`config.mk`:
```
export PLATFORM = sky130hd
export DESIGN_NAME = br_wb_queue_flat
export DESIGN_NICKNAME = d
export VERILOG_FILES = /design/src/rtl/br_pkg.sv /design/src/rtl/br_wb_queue_if.sv /design/src/rtl/br_wb_queue_fifo.sv /design/src/rtl/br_wb_queue.sv /design/src/flat_wrapper.sv
export SDC_FILE = /design/constraint.sdc
export NUM_CORES = 1
export LEC_CHECK = 0
export CORE_MARGIN = 2
export CORE_UTILIZATION = 45
export CTS_CLUSTER_SIZE = 10
export DETAILED_ROUTE_END_ITERATION = 12
export DONT_BUFFER_PORTS = 1
export GPL_ROUTABILITY_DRIVEN = 0
export PLACE_DENSITY = 0.63
export SETUP_SLACK_MARGIN = 0.5
export SLEW_MARGIN = 10
export SYNTH_ARGS = -nofsm -noshare
export SYNTH_HDL_FRONTEND = slang
export SYNTH_HIERARCHICAL = 1
export SYNTH_SLANG_ARGS = --single-unit
```
`constraint.sdc`:
```
create_clock -name clk -period 6.55 [get_ports clk]
set_input_delay 1.31 -clock clk [delete_from_list [all_inputs] [get_ports clk]]
set_output_delay 1.31 -clock clk [all_outputs]
set_load 0.1 [all_outputs]
```
`src/rtl/br_pkg.sv`:
```
// Shared widths and constants for the register-bank writeback path.
package br_pkg;
    localparam int unsigned AW = 5;
    localparam int unsigned DW = 32;
    localparam logic [AW-1:0] REG_ZERO = 5'd0;
endpackage

```
`src/rtl/br_wb_queue_if.sv`:
```
// Writeback request, bank write port and forwarding lookup bundle for br_wb_queue.
interface br_wb_queue_if
    import br_pkg::*;
#(
    parameter int unsigned DEPTH = 4,
    parameter int unsigned AW = br_pkg::AW,
    parameter int unsigned DW = br_pkg::DW,
    localparam int unsigned CW = $clog2(DEPTH) + 1
);
    logic          wb_valid;
    logic          wb_ready;
    logic [AW-1:0] wb_addr;
    logic [DW-1:0] wb_data;
    logic          br_stall;
    logic          br_wr_en;
    logic [AW-1:0] br_wr_addr;
    logic [DW-1:0] br_wr_data;
    logic [AW-1:0] rd_addr1;
    logic [AW-1:0] rd_addr2;
    logic          pend_hit1;
    logic [DW-1:0] pend_data1;
    logic          pend_hit2;
    logic [DW-1:0] pend_data2;
    logic [CW-1:0] count;

    modport slave (
        input  wb_valid, wb_addr, wb_data, br_stall, rd_addr1, rd_addr2,
        output wb_ready, br_wr_en, br_wr_addr, br_wr_data,
               pend_hit1, pend_data1, pend_hit2, pend_data2, count
    );

    modport master (
        output wb_valid, wb_addr, wb_data, br_stall, rd_addr1, rd_addr2,
        input  wb_ready, br_wr_en, br_wr_addr, br_wr_data,
               pend_hit1, pend_data1, pend_hit2, pend_data2, count
    );
endinterface

```
`src/rtl/br_wb_queue_fifo.sv`:
```
// Writeback FIFO storage: pointers, occupancy and per-entry valid bits.
// Entry arrays are exposed so the parent can run the pending-write lookup.
module br_wb_fifo
    import br_pkg::*;
#(
    parameter int unsigned DEPTH = 4,
    parameter int unsigned AW = br_pkg::AW,
    parameter int unsigned DW = br_pkg::DW,
    localparam int unsigned PW = $clog2(DEPTH),
    localparam int unsigned CW = PW + 1
) (
    input  logic          clk,
    input  logic          rst,
    input  logic          push,
    input  logic [AW-1:0] pushAddr,
    input  logic [DW-1:0] pushData,
    input  logic          pop,
    output logic [AW-1:0] headAddr,
    output logic [DW-1:0] headData,
    output logic [PW-1:0] rdPtr,
    output logic [CW-1:0] count,
    output logic [AW-1:0] entryAddr [DEPTH],
    output logic [DW-1:0] entryData [DEPTH],
    output logic [DEPTH-1:0] entryValid
);
    logic [PW-1:0] wrPtr;

    assign headAddr = entryAddr[rdPtr];
    assign headData = entryData[rdPtr];

    // Push and pop never target the same slot: the parent only pushes when
    // not full and only pops when not empty.
    always_ff @(posedge clk or posedge rst) begin
        if (rst) begin
            rdPtr      <= '0;
            wrPtr      <= '0;
            count      <= '0;
            entryValid <= '0;
        end else begin
            if (pop) begin
                rdPtr             <= rdPtr + PW'(1);
                entryValid[rdPtr] <= 1'b0;
            end
            if (push) begin
                wrPtr             <= wrPtr + PW'(1);
                entryValid[wrPtr] <= 1'b1;
            end
            case ({push, pop})
                2'b10:   count <= count + CW'(1);
                2'b01:   count <= count - CW'(1);
                default: count <= count;
            endcase
        end
    end

    always_ff @(posedge clk) begin
        if (push) begin
            entryAddr[wrPtr] <= pushAddr;
            entryData[wrPtr] <= pushData;
        end
    end
endmodule

```
`src/rtl/br_wb_queue.sv`:
```
// Register-bank writeback queue: buffered requests, registered bank write port,
// pending-write forwarding lookup. Optional macro BR_WB_ZERO_DROP_EN drops writes to register 0.
module br_wb_queue
    import br_pkg::*;
#(
    parameter int unsigned DEPTH = 4,
    parameter int unsigned AW = br_pkg::AW,
    parameter int unsigned DW = br_pkg::DW,
    localparam int unsigned PW = $clog2(DEPTH),
    localparam int unsigned CW = PW + 1
) (
    input logic clk,
    input logic rst,
    br_wb_queue_if.slave bus
);
    logic          accept;
    logic          push;
    logic          pop;
    logic [AW-1:0] headAddr;
    logic [DW-1:0] headData;
    logic [PW-1:0] rdPtr;
    logic [CW-1:0] count;
    logic [AW-1:0] entryAddr [DEPTH];
    logic [DW-1:0] entryData [DEPTH];
    logic [DEPTH-1:0] entryValid;

    assign bus.count    = count;
    assign bus.wb_ready = (count < CW'(DEPTH));
    assign accept       = bus.wb_valid && bus.wb_ready;
    assign pop          = (count != '0) && !bus.br_stall;

`ifdef BR_WB_ZERO_DROP_EN
    assign push = accept && (bus.wb_addr != REG_ZERO);
`else
    assign push = accept;
`endif

    br_wb_fifo #(
        .DEPTH(DEPTH),
        .AW   (AW),
        .DW   (DW)
    ) fifo (
        .clk       (clk),
        .rst       (rst),
        .push      (push),
        .pushAddr  (bus.wb_addr),
        .pushData  (bus.wb_data),
        .pop       (pop),
        .headAddr  (headAddr),
        .headData  (headData),
        .rdPtr     (rdPtr),
        .count     (count),
        .entryAddr (entryAddr),
        .entryData (entryData),
        .entryValid(entryValid)
    );

    always_ff @(posedge clk or posedge rst) begin
        if (rst) begin
            bus.br_wr_en   <= 1'b0;
            bus.br_wr_addr <= '0;
            bus.br_wr_data <= '0;
        end else begin
            bus.br_wr_en <= pop;
            if (pop) begin
                bus.br_wr_addr <= headAddr;
                bus.br_wr_data <= headData;
            end
        end
    end

    // Walk oldest to youngest from the head; later matches override, so the
    // youngest queued write wins.
    always_comb begin
        bus.pend_hit1  = 1'b0;
        bus.pend_data1 = '0;
        bus.pend_hit2  = 1'b0;
        bus.pend_data2 = '0;
        for (int unsigned i = 0; i < DEPTH; i++) begin
            logic [PW-1:0] idx;
            idx = rdPtr + PW'(i);
            if (entryValid[idx] && (entryAddr[idx] == bus.rd_addr1)) begin
                bus.pend_hit1  = 1'b1;
                bus.pend_data1 = entryData[idx];
            end
            if (entryValid[idx] && (entryAddr[idx] == bus.rd_addr2)) begin
                bus.pend_hit2  = 1'b1;
                bus.pend_data2 = entryData[idx];
            end
        end
`ifdef BR_WB_ZERO_DROP_EN
        if (bus.rd_addr1 == REG_ZERO) begin
            bus.pend_hit1  = 1'b0;
            bus.pend_data1 = '0;
        end
        if (bus.rd_addr2 == REG_ZERO) begin
            bus.pend_hit2  = 1'b0;
            bus.pend_data2 = '0;
        end
`endif
    end
endmodule

```
`src/flat_wrapper.sv`:
```
// flat-port wrapper written by rule: the top's interface ports become plain ports
module br_wb_queue_flat import br_pkg::*;
#(
    parameter int unsigned DEPTH = 4,
    parameter int unsigned AW = br_pkg::AW,
    parameter int unsigned DW = br_pkg::DW,
    localparam int unsigned PW = $clog2(DEPTH),
    localparam int unsigned CW = PW + 1
)
  (clk, rst, bus_wb_valid, bus_wb_addr, bus_wb_data, bus_br_stall, bus_rd_addr1, bus_rd_addr2, bus_wb_ready, bus_br_wr_en, bus_br_wr_addr, bus_br_wr_data, bus_pend_hit1, bus_pend_data1, bus_pend_hit2, bus_pend_data2, bus_count);
  br_wb_queue_if #(.DEPTH(DEPTH), .AW(AW), .DW(DW)) bus_i ();
  input logic clk;
  input logic rst;
  input wire logic [$bits(bus_i.wb_valid)-1:0] bus_wb_valid;
  input wire logic [$bits(bus_i.wb_addr)-1:0] bus_wb_addr;
  input wire logic [$bits(bus_i.wb_data)-1:0] bus_wb_data;
  input wire logic [$bits(bus_i.br_stall)-1:0] bus_br_stall;
  input wire logic [$bits(bus_i.rd_addr1)-1:0] bus_rd_addr1;
  input wire logic [$bits(bus_i.rd_addr2)-1:0] bus_rd_addr2;
  output wire logic [$bits(bus_i.wb_ready)-1:0] bus_wb_ready;
  output wire logic [$bits(bus_i.br_wr_en)-1:0] bus_br_wr_en;
  output wire logic [$bits(bus_i.br_wr_addr)-1:0] bus_br_wr_addr;
  output wire logic [$bits(bus_i.br_wr_data)-1:0] bus_br_wr_data;
  output wire logic [$bits(bus_i.pend_hit1)-1:0] bus_pend_hit1;
  output wire logic [$bits(bus_i.pend_data1)-1:0] bus_pend_data1;
  output wire logic [$bits(bus_i.pend_hit2)-1:0] bus_pend_hit2;
  output wire logic [$bits(bus_i.pend_data2)-1:0] bus_pend_data2;
  output wire logic [$bits(bus_i.count)-1:0] bus_count;
  assign bus_i.wb_valid = bus_wb_valid;
  assign bus_i.wb_addr = bus_wb_addr;
  assign bus_i.wb_data = bus_wb_data;
  assign bus_i.br_stall = bus_br_stall;
  assign bus_i.rd_addr1 = bus_rd_addr1;
  assign bus_i.rd_addr2 = bus_rd_addr2;
  assign bus_wb_ready = bus_i.wb_ready;
  assign bus_br_wr_en = bus_i.br_wr_en;
  assign bus_br_wr_addr = bus_i.br_wr_addr;
  assign bus_br_wr_data = bus_i.br_wr_data;
  assign bus_pend_hit1 = bus_i.pend_hit1;
  assign bus_pend_data1 = bus_i.pend_data1;
  assign bus_pend_hit2 = bus_i.pend_hit2;
  assign bus_pend_data2 = bus_i.pend_data2;
  assign bus_count = bus_i.count;
  br_wb_queue #(.DEPTH(DEPTH), .AW(AW), .DW(DW)) u_core (.clk(clk), .rst(rst), .bus(bus_i));
endmodule
```
==> flow_summary.ini <==
[timing]
fin_crit_ps = 5740
fin_crit_sh_pct = 87.7
tightest_slew_ps = 1050
report.final.slew_viol_count = 0
rsz0062_at_grt = false
skew_ps = 14.9
setup_viol = 0
tns_ps = 0
max_slew_margin_pct = 29.6
clock.fmax_mhz = 174
hold_violations = 0

[setup_path]
worstSetupPathType = reg -> out
r2r_cells = 3
crit_slowest_cell = nor2_4
crit_path_start_kind = flop
cp_common_cell = buf_4
r2r_end = u_core/fifo/entryData[58]$_DFFE_PP_
worstPathRequired_ps = 5240
cpPeakStageDelay_ps = 850
worstPathArrival_ps = 4430
critPathMaxFanout = 42
end_kind = output port
cp_cell_sequence = buf_4 > mux4_2 > xnor2_1 > nand4_1 > nor2_4 > a31oi_1 > a211oi_4 > buf_4
r2r_start = u_core/fifo/count[2]$_DFFE_PP0P_
r2r_slack_ps = 3730

[outcome]
status = finished clean

[logic_synthesis]
ys_ff_latch = 197
avgSynthCellArea_um2 = 10.6
async_flop_share_pct = 24.9
synth_nets = 1353
synth_edf_count = 148
syn_inst = 1292
synth_cell_type_count = 48
yosys_warnings = 6
synth_seq_area_share_pct = 41.3
syn-cell-area_mm2 = 0.0137
ys.flop_type = edfxtp_1

[floorplanning]
die_h_um = 179
dieArea_mm2 = 0.0319
die_x_um = 179
core_area_mm2 = 0.0298
start_util_pct = 46.0
pin_count = 159
rows = 63

[placed_design]
dpl.cell_count = 1653
hpwl_mm = 24.5
port_buffers = 0

[route]
drc_errors = 0
drtIter0Drc = 816
ant_nets = 0
first_pass_iters = 5
vias_per_cell = 6.23
vias = 10499
routedWlPerCell_um = 22.6
drt_wl_total_mm = 38.1

[clock_network]
clk-insertion-delay-late_ps = 440
cts_buffers = 17
cts_resized = 0
cts_hold_buf = 0
cts_root_buf = clkbuf_16
htreeDepth = 4
tritoncts = yes
cts.path.max_buffers = 2
cts.sinks = 197
clk_pin_slew_worst_paths_ps = 80

[global_routing]
antenna_found_initial = 0
grt_util_met2_pct = 40.9
grt_pass1_wl_mm = 59.0
grt_start_max_net_pins = 95
grt_pass1_vias = 10449
grtUsageTotal_pct = 24.5
met3_usage_pct = 5.31
use_met1_pct = 31.3
grt-busiest-layer = met2
globalRouteOverflowTotal = 0

[final_layout]
final_cells = 1686
final_cell_mix = edfxtp_1, nor2_1, nor3_1
drive_gt1_share_pct = 25.2
num_antenna_cells = 0
fillCellCount = 2608
layout_commonest_cell = edfxtp_1
final_nets = 1344
syn_to_final_growth_pct = 13.8

[hold_path]
hold_class = reg -> reg
min_to = u_core/fifo/entryValid[0]$_DFF_PP0_
hp-start = u_core/fifo/entryValid[0]$_DFF_PP0_
hold_depth = 1

[flow_run]
maxCapViolCount = 0
-- layer usage --
metal / vias up / wire length [um]
li1: 4810 / -
met1: 5176 / 15600
met2: 445 / 18600
met3: 68 / 2890
met4: 0 / 1050
met5: - / 0
-- Yosys cell counts (all sizes together) (2+ instances only) --
| cell type | n | area (um^2) |
|---|---|---|
| mux2 | 78 | 878 |
| inv | 11 | 41.3 |
| nand3 | 3 | 15.0 |
| and2 | 31 | 194 |
| a41oi | 2 | 17.5 |
| xor2 | 9 | 78.8 |
| edfxtp | 148 | 4440 |
| or2 | 5 | 31.3 |
| nand2b | 29 | 181 |
| mux4 | 58 | 1310 |
| a21oi | 87 | 435 |
| nor2 | 133 | 499 |
| nand4 | 6 | 37.5 |
| xnor2 | 34 | 298 |
| dfrtp | 49 | 1230 |
| mux2i | 84 | 845 |
| o221ai | 5 | 43.8 |
| o211a | 2 | 20.0 |
| a21o | 4 | 30.0 |
| nand2 | 76 | 285 |
| ha | 9 | 113 |
| clkbuf | 70 | 263 |
| a31oi | 29 | 181 |
| nand3b | 2 | 15.0 |
| o221a | 26 | 293 |
| a22o | 5 | 43.8 |
| buf | 48 | 314 |
| o21ai | 36 | 180 |
| o31ai | 26 | 310 |
| a211oi | 31 | 233 |
| nor2b | 27 | 169 |
| nor3 | 120 | 606 |
| a221oi | 2 | 17.5 |
-- stage by stage --
stage                     utilization (%)  hold slack, ps  instance area [um^2]  setup slack [ps]
final                                52.4             546                 15600               808
after floorplan                         -             488                 13700               501
after CTS                            52.3             546                 15600               674
after global routing                 52.4             555                 15600               635
after detailed placement             50.3             523                 15000              1180
after global placement               50.3             506                 15000              1230
-- final cells by class --
cell class / count / area (um^2) / share of cell area [%]
Inverter: 11 / 41.3 / 0.265
Clock inverter: 12 / 109 / 0.697
Timing Repair Buffer: 90 / 701 / 4.49
Multi-Input combinational cell: 966 / 8110 / 52.0
Sequential cell: 197 / 5680 / 36.4
Tap cell: 390 / 488 / 3.13
Clock buffer: 20 / 479 / 3.07
-- kinds of logic (layout without fill, tap and decap cells) --
| kind of cell | Yosys count | in the layout | share of synthesized area [%] |
|---|---|---|---|
| AOI/OAI and AO/OA | 259 | 259 | 13.4 |
| xor gates and xnor gates | 43 | 43 | 2.75 |
| adders and majority gates | 10 | 10 | 0.967 |
| buffers and inverters | 129 | 133 | 4.51 |
| and+or+nand+nor | 434 | 434 | 14.9 |
| muxes | 220 | 220 | 22.1 |
| DFF | 197 | 197 | 41.3 |
-- worst max-delay path, delay by kind of cell, from the launching register on --
| family | cells | cell delay [ps] |
|---|---|---|
| AO/OA/AOI/OAI | 2 | 650 |
| multiplexers | 1 | 420 |
| XOR/XNOR | 1 | 200 |
| AND/OR/NAND/NOR | 2 | 1030 |
| flip-flops | 1 | 750 |
| buffers and inverters | 2 | 880 |
-- worst max path at each step --
| stage | to | slack (ps) | from |
|---|---|---|---|
| after detailed placement | bus_pend_data2[2] | 1180 | u_core/fifo/rdPtr[0]$_DFFE_PP0P_ |
| after floorplan | bus_pend_data1[10] | 500 | bus_rd_addr1[0] |
| after global placement | bus_pend_data2[0] | 1230 | u_core/fifo/rdPtr[0]$_DFFE_PP0P_ |
| after CTS | bus_pend_data2[2] | 670 | u_core/fifo/rdPtr[0]$_DFFE_PP0P_ |
| after global routing | bus_pend_data1[0] | 640 | u_core/fifo/rdPtr[1]$_DFFE_PP0P_ |
| final | bus_pend_data1[25] | 810 | u_core/fifo/rdPtr[1]$_DFFE_PP0P_ |
-- timing repair --
action | in CTS | in global routing
setup endpoints to repair | 0 | 3
endpoints found under the hold margin | 0 | 0
setup buffers | 0 | 1
-- state kept, by name (all words and copies together) (netlist names) --
register                cells
u_core/fifo/entryValid      4
u_core/fifo/rdPtr           2
u_core/fifo/entryData     128
u_core/bus.br_wr_addr       5
u_core/fifo/wrPtr           2
u_core/fifo/entryAddr      20
u_core/fifo/count           3
u_core/bus.br_wr_en         1
u_core/bus.br_wr_data      32
Power is not shown: default switching activity piles up to over one toggle a cycle in this logic, so the estimate is an artifact.
